--- src/rtl/ifu_fetch_pkg.sv ---
// Shared fetch-unit constants: reset PC, instruction-memory window and fetch exception codes.
// The IM window check is only present when IFU_FETCH_EXC_EN is defined.
package ifu_fetch_pkg;

  localparam logic [31:0] PC_RESET = 32'h0000_3000;

`ifdef IFU_FETCH_EXC_EN
  localparam logic [31:0] IM_BASE  = 32'h0000_3000;
  localparam int          IM_WORDS = 4096;
  localparam logic [31:0] IM_LIMIT = IM_BASE + 32'(IM_WORDS * 4);
  localparam logic [4:0]  EXC_ADEL = 5'd4;
  localparam logic [4:0]  EXC_NONE = 5'd0;

  // Word-aligned and inside [IM_BASE, IM_LIMIT).
  function automatic logic pc_legal(input logic [31:0] pc);
    return (pc[1:0] == 2'b00) && (pc >= IM_BASE) && (pc < IM_LIMIT);
  endfunction
`endif

endpackage

--- src/rtl/ifu_pc_gen.sv ---
// PC register with a one-entry pending-redirect slot; next PC is ready the edge after advance.
// While decode stalls the PC holds and the latest redirect is parked until the stall ends or a flush.
module ifu_pc_gen (
  input  logic        clk,
  input  logic        reset_n,
  input  logic        advance,
  input  logic        flush,
  input  logic        redirect_valid,
  input  logic [31:0] redirect_pc,
  output logic [31:0] pc
);
  import ifu_fetch_pkg::*;

  logic [31:0] pc_q, pc_d;
  logic        pend_v_q, pend_v_d;
  logic [31:0] pend_pc_q, pend_pc_d;

  always_comb begin
    pc_d      = pc_q;
    pend_v_d  = pend_v_q;
    pend_pc_d = pend_pc_q;
    if (flush || advance) begin
      pend_v_d = 1'b0;
      if (redirect_valid) begin
        pc_d = redirect_pc;
      end else if (pend_v_q) begin
        pc_d = pend_pc_q;
      end else if (!flush) begin
        // A flush re-fetches the current PC instead of stepping past it.
        pc_d = pc_q + 32'd4;
      end
    end else if (redirect_valid) begin
      pend_v_d  = 1'b1;
      pend_pc_d = redirect_pc;
    end
  end

  always_ff @(posedge clk or negedge reset_n) begin
    if (!reset_n) begin
      pc_q      <= PC_RESET;
      pend_v_q  <= 1'b0;
      pend_pc_q <= 32'h0;
    end else begin
      pc_q      <= pc_d;
      pend_v_q  <= pend_v_d;
      pend_pc_q <= pend_pc_d;
    end
  end

  assign pc = pc_q;

endmodule

--- src/rtl/ifu_fetch.sv ---
// Fetch stage: PC drives IM combinationally, instruction lands in F/D one edge later; F/D holds while d_ready=0.
// IFU_FETCH_EXC_EN adds an address check that replaces bad fetches with a nop tagged AdEL on fd_exc.
module ifu_fetch (
  input  logic        clk,
  input  logic        reset_n,
  output logic [31:0] im_addr,
  input  logic [31:0] im_rdata,
  input  logic        redirect_valid,
  input  logic [31:0] redirect_pc,
  input  logic        flush,
  input  logic        d_ready,
  output logic        fd_valid,
  output logic [31:0] fd_instr,
  output logic [31:0] fd_pc,
`ifdef IFU_FETCH_EXC_EN
  output logic [4:0]  fd_exc,
`endif
  output logic [31:0] fd_pc8
);
  import ifu_fetch_pkg::*;

  logic [31:0] pc;
  logic        advance;
  logic        fd_valid_q, fd_valid_d;
  logic [31:0] fd_instr_q, fd_instr_d;
  logic [31:0] fd_pc_q, fd_pc_d;
`ifdef IFU_FETCH_EXC_EN
  logic [4:0]  fd_exc_q, fd_exc_d;
`endif

  assign advance = d_ready | ~fd_valid_q;

  ifu_pc_gen u_pc_gen (
    .clk            (clk),
    .reset_n        (reset_n),
    .advance        (advance),
    .flush          (flush),
    .redirect_valid (redirect_valid),
    .redirect_pc    (redirect_pc),
    .pc             (pc)
  );

  always_comb begin
    fd_valid_d = fd_valid_q;
    fd_instr_d = fd_instr_q;
    fd_pc_d    = fd_pc_q;
`ifdef IFU_FETCH_EXC_EN
    fd_exc_d   = fd_exc_q;
`endif
    if (flush) begin
      fd_valid_d = 1'b0;
      fd_instr_d = 32'h0;
`ifdef IFU_FETCH_EXC_EN
      fd_exc_d   = 5'd0;
`endif
    end else if (advance) begin
      // The delay-slot instruction is captured even when a redirect is arriving.
      fd_valid_d = 1'b1;
      fd_instr_d = im_rdata;
      fd_pc_d    = pc;
`ifdef IFU_FETCH_EXC_EN
      fd_exc_d   = EXC_NONE;
      if (!pc_legal(pc)) begin
        fd_instr_d = 32'h0;
        fd_exc_d   = EXC_ADEL;
      end
`endif
    end
  end

  always_ff @(posedge clk or negedge reset_n) begin
    if (!reset_n) begin
      fd_valid_q <= 1'b0;
      fd_instr_q <= 32'h0;
      fd_pc_q    <= 32'h0;
`ifdef IFU_FETCH_EXC_EN
      fd_exc_q   <= 5'd0;
`endif
    end else begin
      fd_valid_q <= fd_valid_d;
      fd_instr_q <= fd_instr_d;
      fd_pc_q    <= fd_pc_d;
`ifdef IFU_FETCH_EXC_EN
      fd_exc_q   <= fd_exc_d;
`endif
    end
  end

  assign im_addr  = pc;
  assign fd_valid = fd_valid_q;
  assign fd_instr = fd_instr_q;
  assign fd_pc    = fd_pc_q;
  assign fd_pc8   = fd_pc_q + 32'd8;
`ifdef IFU_FETCH_EXC_EN
  assign fd_exc   = fd_exc_q;
`endif

endmodule

--- config.mk ---
export PLATFORM = sky130hd
export DESIGN_NAME = ifu_fetch
export DESIGN_NICKNAME = d
export VERILOG_FILES = /design/src/rtl/ifu_fetch_pkg.sv /design/src/rtl/ifu_pc_gen.sv /design/src/rtl/ifu_fetch.sv
export SDC_FILE = /design/constraint.sdc
export NUM_CORES = 1
export LEC_CHECK = 0
export BUFFER_PORTS_ARGS = -buffer_cell sky130_fd_sc_hd__clkbuf_2
export CORE_ASPECT_RATIO = 1.4
export CORE_UTILIZATION = 45
export CTS_BUF_LIST = sky130_fd_sc_hd__clkbuf_8
export DETAILED_ROUTE_END_ITERATION = 16
export GPL_TIMING_DRIVEN = 0
export PLACE_DENSITY_LB_ADDON = 0.3
export RECOVER_POWER = 25
export SYNTH_ARGS = -nofsm -noshare
export SYNTH_HDL_FRONTEND = slang
export SYNTH_HIERARCHICAL = 1
export SYNTH_SLANG_ARGS = --single-unit
export TNS_END_PERCENT = 50
--- constraint.sdc ---
create_clock -name clk -period 3 [get_ports clk]
set_input_delay 0.15 -clock clk [delete_from_list [all_inputs] [get_ports clk]]
set_output_delay 0.15 -clock clk [all_outputs]
set_load 0.05 [all_outputs]
* Word level (Yosys, flattened, before mapping)
Cells that the tools add are included.
** Word-level totals
- Register bits :: 130
- Input port bits :: 69
- Output and inout port bits :: 129
- Logic and storage cells :: 28
** Operators by class
- $add $sub $neg :: 2
- Equal/unequal tests :: 1
- Multiplexer cells :: 9
- Bitwise logic cells :: 4
- Reductions and logical operators :: 6
** Operators by type and width (count)
- two-way mux 32 bit :: 5
- adder 32 x 3 -> 32 bit (second input constant) :: 1
- adder 32 x 4 -> 32 bit (second input constant) :: 1
- AND reduction 2 bit :: 3
- two-way mux 1 bit :: 4
- nonzero test 2 bit :: 2
- != test 3 x 2 -> 1 bit (second input constant) :: 1
- NOT 1 bit :: 3
- logical OR 1 bit :: 1
- OR 1 bit :: 1

* Depth between registers and ports, before layout
Gate-level depths: netlist (run 1).
- Word-level depth :: 5
- Mapped depth :: 10
- Mapped depth without buffers :: 7

* Modules after synthesis
Netlist (run 1), hierarchy kept.
** Modules (own cells, without submodules)
- ifu_pc_gen :: times used 1, cells an instance 351, area each 3463.3 um2, seq. area each 1629.1 um2
- ifu_fetch :: times used 1, cells an instance 300, area each 3050.4 um2, seq. area each 1626.6 um2

* Worst setup path after synthesis (run 1)
Ideal clock, no wire load.
- Path kind :: register to register
- Start point :: register fd_valid_q (netlist: fd_valid)
- End point :: register u_pc_gen.pend_pc_q[0]
- Setup time :: 0.125 ns
- Data arrival time :: 2.663 ns
- Data required time :: 2.875 ns
- Path slack :: 0.212 ns
- Stages on the path, launching flop included :: 9
- Buffers on the path :: 3
- Period minus slack after synthesis :: 2.788 ns
- Path through :: dfrtp_1 -> nor2b_1 -> clkbuf_1 -> inv_1 -> buf_1 -> or2_2 -> nor2_1 -> clkbuf_1 -> mux2_2
** On the way
- Longest elaborated chain between the ends :: 5
** Ends and longest elaborated chain
- start: declaration :: line ifu_fetch.sv:24 : logic fd_valid_q, fd_valid_d;
- start signal: assignment :: line ifu_fetch.sv:80 : fd_valid_q <= fd_valid_d;
- NOT 1 bit :: line ifu_fetch.sv:31 : assign advance = d_ready | ~fd_valid_q;
- OR 1 bit :: line ifu_fetch.sv:31
- net advance :: line ifu_fetch.sv:23 : logic advance;
- logical OR 1 bit :: line ifu_pc_gen.sv:22 : if (flush || advance) begin
- NOT 1 bit (no source line)
- AND reduction 2 bit (no source line)
- end signal: assignment :: line ifu_pc_gen.sv:46 : pend_pc_q <= pend_pc_d;
- end: declaration :: line ifu_pc_gen.sv:16 : logic [31:0] pend_pc_q, pend_pc_d;
The timed path passes the listed nets, and every way through them passes these cells.
A chain may end at the register's enable or synchronous reset.

* Worst setup path after layout (run 1)
- Start point :: register fd_valid_q (netlist: fd_valid)
- End point :: register u_pc_gen.pc_q[22] (netlist: u_pc_gen/pc[22])
** On the way
- Longest elaborated chain between the ends :: 4
** Ends and longest elaborated chain
- NOT 1 bit :: line ifu_fetch.sv:31
- OR 1 bit :: line ifu_fetch.sv:31
- logical OR 1 bit :: line ifu_pc_gen.sv:22
- AND reduction 2 bit (no source line)
- end signal: assignment :: line ifu_pc_gen.sv:44 : pc_q <= pc_d;
- end: declaration :: line ifu_pc_gen.sv:14 : logic [31:0] pc_q, pc_d;
Every way passes these cells.

==> results of run 1 <==
[state kept, by name, summed over array words and instances, names as in the netlist]
signal / cells
fd_pc: 32
fd_valid: 1
u_pc_gen/pend_pc_q: 32
u_pc_gen/pend_v_q: 1
u_pc_gen/pc: 32
fd_instr: 32
[layout make-up]
class	count	share of cell area, %
flip-flops and latches	130	37.4
multi-input cells	470	35.0
repair buffers	260	18.5
clock buffers	18	2.84
well taps	185	2.66
plain buffers	39	2.00
clock inverters	14	1.15
inverters	11	0.474
[critical path, cell delays in order (launching register included)]
cell and delay [ps]:
dfrtp_1 360, nor2b_1 130, clkbuf_1 300, inv_1 390
or2_2 470, o21ai_0 200, clkbuf_1 510, clkbuf_2 380
o21ai_0 140
[repair_timing]
item                                    CTS  global route
resized for setup                         2             6
gates cloned                              0             0
hold buffers                             62             0
endpoints found under the setup margin   55            48
pin swaps                                 0             0
hold endpoints to repair                 96             0
[where the power goes]
part	leakage [nW]	internal, mW	total, mW	switching (mW)
sequential	1.61	2.04	2.38	0.342
clock	0.191	0.657	1.33	0.669
combinational	2.27	0.598	2.12	1.52
total	4.07	3.29	5.82	2.53
[how the worst min path moves through the flow]
stage | to | slack (ps)
after floorplan | fd_instr[0]$_DFFE_PN0P_ | -150
after detailed placement | fd_instr[24]$_DFFE_PN0P_ | 80
after global routing | u_pc_gen/pend_pc_q[14]$_DFFE_PN0P_ | 7
final | u_pc_gen/pend_pc_q[14]$_DFFE_PN0P_ | 20
after global placement | fd_instr[6]$_DFFE_PN0P_ | 370
after CTS | u_pc_gen/pend_pc_q[14]$_DFFE_PN0P_ | 5
[logic make-up after synthesis]
| family | after synthesis | synth area share, % |
|---|---|---|
| and+or+nand+nor | 217 | 16.6 |
| muxes | 62 | 10.7 |
| buffers and inverters | 51 | 3.28 |
| adders and majority gates | 2 | 0.384 |
| AOI/OAI and AO/OA | 162 | 15.4 |
| xor gates and xnor gates | 27 | 3.63 |
| DFF | 130 | 50.0 |
[synth_stat cells, types with 3 or more instances]
cell type,n,area [um^2]
mux2_2,60,676
buf_2,3,15.0
a22o_1,11,96.3
nor2_1,33,124
nand4_1,11,68.8
nor4_1,9,56.3
dfrtp_1,128,3200
inv_1,10,37.5
xnor2_1,15,131
o2bb2ai_1,3,26.3
a221oi_1,3,26.3
a22oi_1,11,82.6
nor2b_1,4,25.0
nand3_2,3,30.0
nand3_1,15,75.1
xor2_1,12,105
nand2_1,102,383
o22ai_1,3,18.8
a21oi_1,50,250
and3_1,9,56.3
clkbuf_1,32,120
buf_4,3,22.5
nor3_1,6,30.0
o21ai_0,49,245
a222oi_1,3,30.0
or2_2,4,25.0
a31oi_1,9,56.3
[metal layers]
| metal | global-route usage (%) | vias to the layer above | part of all wire [%] |
|---|---|---|---|
| met2 | 48.0 | 324 | 51 |
| met3 | 5.27 | 47 | 6.9 |
| met1 | 30.1 | 3016 | 39 |
| met5 | 0 | - | 0 |
| li1 | - | 2904 | - |
| met4 | 11.8 | 0 | 3.0 |
==> flow_metrics.py, run 1 <==
metrics = {
    "layout": {
        "layout-drive-gt1-share_pct": 34.2,
        "area_growth_pct": 33.8,
        "diodes": 0,
        "finalNetCount": 1000,
        "num-fill-cells": 1225,
        "layout_commonest_cell": "clkbuf_2",
        "final_util_pct": 62.1,
        "layout_common_cells": "clkbuf_2, dfrtp_1, nand2_1",
        "instances_no_fill": 1127,
        "multi_input_area_um2": 3050,
        "fin_area_um2": 8710,
        "regArea_um2": 3260,
    },
    "worst_hold_path": {
        "min-delay-start": "redirect_pc[14]",
        "worstHoldPathCells": 2,
        "min_path_type": "primary input to flop",
    },
    "routing": {
        "drt_iter0_drc": 425,
        "ant_nets": 0,
        "drt-vias-per-instance": 5.58,
        "routed_wl_um": 19400,
        "first_pass_iters": 7,
        "vias": 6291,
        "wl_per_cell_um": 17.2,
        "drc_errors": 0,
    },
    "synth": {
        "netlist_instances": 651,
        "synthesis.nets": 722,
        "syn-cell-area_um2": 6510,
        "ys_seq_area_share_pct": 50.0,
        "async_reset_ff_share_pct": 100,
        "yosysWarnings": 6,
        "synth_cell_types": 64,
        "synth-edff-count": 0,
        "synthFlopType": "dfrtp_1",
        "syn_area_per_cell_um2": 10.0,
        "synth-seq-cells": 130,
    },
    "grt": {
        "grt_pass1_wl_um": 31100,
        "globalRouteOverflowTotal": 0,
        "grt_max_degree": 98,
        "antenna_found_initial": 0,
        "grt_pass1_vias": 6226,
        "track_usage_pct": 26.4,
    },
    "placed_design": {
        "gp_congestion": 0.933,
        "placed_cell_area_um2": 7770,
        "dp_hpwl_um": 13600,
        "placed_cells": 1034,
        "dp_slack_ps": -376,
        "numPortBuffers": 197,
    },
    "critical_path": {
        "crit_path_start": "fd_valid$_DFFE_PN0P_",
        "path_max_fanout": 18,
        "path_class": "flop to flop",
        "crit_arrival_ps": 3340,
        "timing.rr.end": "u_pc_gen/pc[22]$_DFFE_PN0P_",
        "worstPathRequired_ps": 3300,
        "worstSetupEndpointType": "flop",
        "r2r-start": "fd_valid$_DFFE_PN0P_",
        "crit_path_start_kind": "flop",
        "r2r_setup_slack_ps": -40,
        "critPathCapture": "u_pc_gen/pc[22]$_DFFE_PN0P_",
        "reg2regPathDepth": 8,
    },
    "timing": {
        "min_period_over_period_pct": 101,
        "hold_violations": 0,
        "fmax_mhz": 329,
        "worst_pin_slew_ps": 1840,
        "setup_ws_ps": -41.2,
        "min_period_ps": 3040,
        "fin_skew_ps": 11.9,
        "finalMaxSlewViolations": 35,
        "rsz0062_at_grt": "yes",
        "slew-limit-headroom_pct": -22.7,
        "fin_setup_tns_ps": -202,
        "hold_ws_ps": 22.5,
        "setup_viol": 10,
    },
    "status": {
        "violations": "max-capacitance violations, max-slew violations, negative setup slack",
        "status": "finished, violations left",
    },
    "clock_tree": {
        "cts_setup_buffers": 0,
        "cts_num_sinks": 130,
        "root_buffer": "clkbuf_8",
        "clk_latency_ps": 430,
        "max-clock-path-buffers": 2,
        "cts_tree": "yes",
        "cts.htree.levels": 4,
        "cts_made_buffers": 17,
        "path_clk_slew_ps": 70,
    },
    "floorplanning": {
        "core_um2": 14000,
        "die_area_um2": 15000,
        "die_w_um": 104,
        "start_util_pct": 46.4,
        "die_y_um": 144,
        "rows": 51,
        "boundaryPins": 198,
    },
    "power_and_ir_drop": {
        "ir_worst_vdd_mv": 0.364,
        "power.total_mw": 5.82,
        "p_leak_nw": 4.07,
        "cellPowerDensity_nw_per_um2": 668,
    },
    "run": {
        "cap_viol_max_count": 1,
    },
}
Note: power is estimated with default switching activity, not from simulation.
==> run 2: changes to the inputs <==
- CORE_UTILIZATION: 45 -> 40
- RECOVER_POWER: 25 -> not set
==> flow_metrics.py, run 2 (same netlist as run 1, synthesis figures left out) <==
metrics = {
    "status": {
        "status": "completed",
    },
    "floorplanning": {
        "die_y_um": 153,
        "start_util_pct": 41.4,
        "die_area_um2": 16800,
        "core_um2": 15700,
        "boundaryPins": 198,
        "die_w_um": 110,
        "rows": 54,
    },
    "placed_design": {
        "gp_congestion": 0.886,
        "dp_hpwl_um": 13900,
        "dp_slack_ps": -430,
        "numPortBuffers": 197,
        "placed_cell_area_um2": 7780,
    },
    "timing": {
        "min_period_ps": 3000,
        "fmax_mhz": 333,
        "hold_violations": 0,
        "min_period_over_period_pct": 100,
        "slew-limit-headroom_pct": 19.1,
        "fin_skew_ps": 14.3,
        "setup_ws_ps": 0.824,
        "setup_viol": 0,
        "finalMaxSlewViolations": 0,
        "rsz0062_at_grt": "yes",
        "worst_pin_slew_ps": 1200,
    },
    "grt": {
        "grt_pass1_wl_um": 30800,
        "grt_pass1_vias": 5987,
        "grt_max_degree": 73,
        "globalRouteOverflowTotal": 0,
        "track_usage_pct": 24.0,
        "antenna_found_initial": 0,
    },
    "layout": {
        "diodes": 0,
        "multi_input_area_um2": 3050,
        "finalNetCount": 1002,
        "layout_commonest_cell": "clkbuf_2",
        "num-fill-cells": 1366,
        "layout-drive-gt1-share_pct": 34.5,
        "regArea_um2": 3260,
        "fin_area_um2": 8940,
        "layout_common_cells": "clkbuf_2, dfrtp_1, nand2_1",
        "area_growth_pct": 37.3,
    },
    "clock_tree": {
        "cts_num_sinks": 130,
        "path_clk_slew_ps": 80,
        "clk_latency_ps": 440,
        "cts_tree": "yes",
        "root_buffer": "clkbuf_8",
        "cts_setup_buffers": 0,
        "cts.htree.levels": 4,
        "cts_made_buffers": 17,
        "max-clock-path-buffers": 2,
    },
    "run": {
        "cap_viol_max_count": 0,
    },
    "routing": {
        "routed_wl_um": 19900,
        "drt_iter0_drc": 500,
        "vias": 6193,
        "wl_per_cell_um": 17.4,
        "first_pass_iters": 5,
        "ant_nets": 0,
        "drt-vias-per-instance": 5.43,
        "drc_errors": 0,
    },
    "critical_path": {
        "worstSetupEndpointType": "flop",
        "crit_arrival_ps": 3290,
        "crit_path_start_kind": "flop",
        "path_class": "flop to flop",
        "path_max_fanout": 18,
        "r2r-start": "fd_valid$_DFFE_PN0P_",
        "r2r_setup_slack_ps": 0.8,
        "crit_path_start": "fd_valid$_DFFE_PN0P_",
        "worstPathRequired_ps": 3290,
    },
    "power_and_ir_drop": {
        "power.switching_mw": 2.59,
        "power.internal_mw": 3.85,
        "p_sw_share_pct": 40.2,
        "comb_power_share_pct": 33.1,
        "ir_worst_vdd_mv": 0.457,
        "cellPowerDensity_nw_per_um2": 719,
        "clockPowerShare_pct": 29.9,
        "power.total_mw": 6.43,
        "pwr-share-seq_pct": 37.0,
        "p_leak_nw": 4.16,
    },
    "worst_hold_path": {
        "min_path_type": "primary input to flop",
        "min-delay-start": "redirect_pc[9]",
    },
}
-- run 2: cell types whose count changed in the layout (fill, tap and decap cells not counted), sizes merged --
cell | before | now
bufinv | 1 | 7
clkbuf | 247 | 248
clkinv | 8 | 4
clkinvlp | 2 | 1
dlygate4sd3 | 62 | 64
inv | 14 | 12
-- run 2: routing by layer --
metal  share of wire, %  GRT usage, %  vias up  routed length, um
met1                 39          28.6     2931               7780
met5                  0             0        -                  0
li1                   -             -     2904                  -
met2                 52          41.6      318              10300
met4                2.3          9.08        0                465
met3                6.8          4.99       40               1360
-- run 2: area by class of cell --
cell class	count	share of cell area, %
buffer	39	1.94
inverter	11	0.462
multi-input combinational	470	34.1
clock buffer	19	2.92
clock inverter	13	2.84
sequential	130	36.4
timing repair buffer	262	18.6
tap	196	2.74
-- run 2: power by group through the flow --
| stage | sequential [mW] | clock [mW] | combinational (mW) |
|---|---|---|---|
| final | 2.38 | 1.92 | 2.13 |
| after global routing | 2.43 | 2.04 | 2.26 |
| after CTS | 2.37 | 1.96 | 2.13 |
| after detailed placement | 2.41 | 0 | 2.06 |
| after global placement | 2.39 | 0 | 2.03 |
| after floorplan | 2.98 | 0 | 0.904 |
-- run 2: path summary, 6_finish.rpt --
kind	end	cells past startpoint
worst min register to register	u_pc_gen/pend_pc_q[30]$_DFFE_PN0P_	1
worst min-delay path	u_pc_gen/pend_pc_q[9]$_DFFE_PN0P_	2
worst max register to register	u_pc_gen/pc[10]$_DFFE_PN0P_	9
min in group asynchronous	fd_pc[1]$_DFFE_PN0P_	2
max in group asynchronous	fd_pc[26]$_DFFE_PN0P_	3
worst max-delay path	u_pc_gen/pc[10]$_DFFE_PN0P_	9
-- run 2: metrics by stage --
step	util [%]	TNS [ps]	cells	hold slack (ps)
6_report	56.8	0	1140	29.6
5_1_grt	56.8	-1760	1140	6.84
4_1_cts	56.7	0	1138	2.78
3_5_place_dp	49.4	-8980	1045	158
3_3_place_gp	49.2	-55900	1044	372
2_1_floorplan	-	0	651	-146
-- run 2: repair_timing --
action / CTS / global route
hold buffers: 62 / 2
gates resized for setup: 2 / 6
endpoints found under the hold margin: 119 / 2
setup endpoints to repair: 55 / 49
-- run 2: worst max-delay path, cell delays in order, from the launching register on --
cell      delay [ps]
dfrtp_1          380
nor2b_1          130
clkbuf_1         170
inv_1            490
nor2_1           330
a21oi_2          450
clkbuf_1         510
o21ai_0          210
nand2_1          100
o21ai_0           70
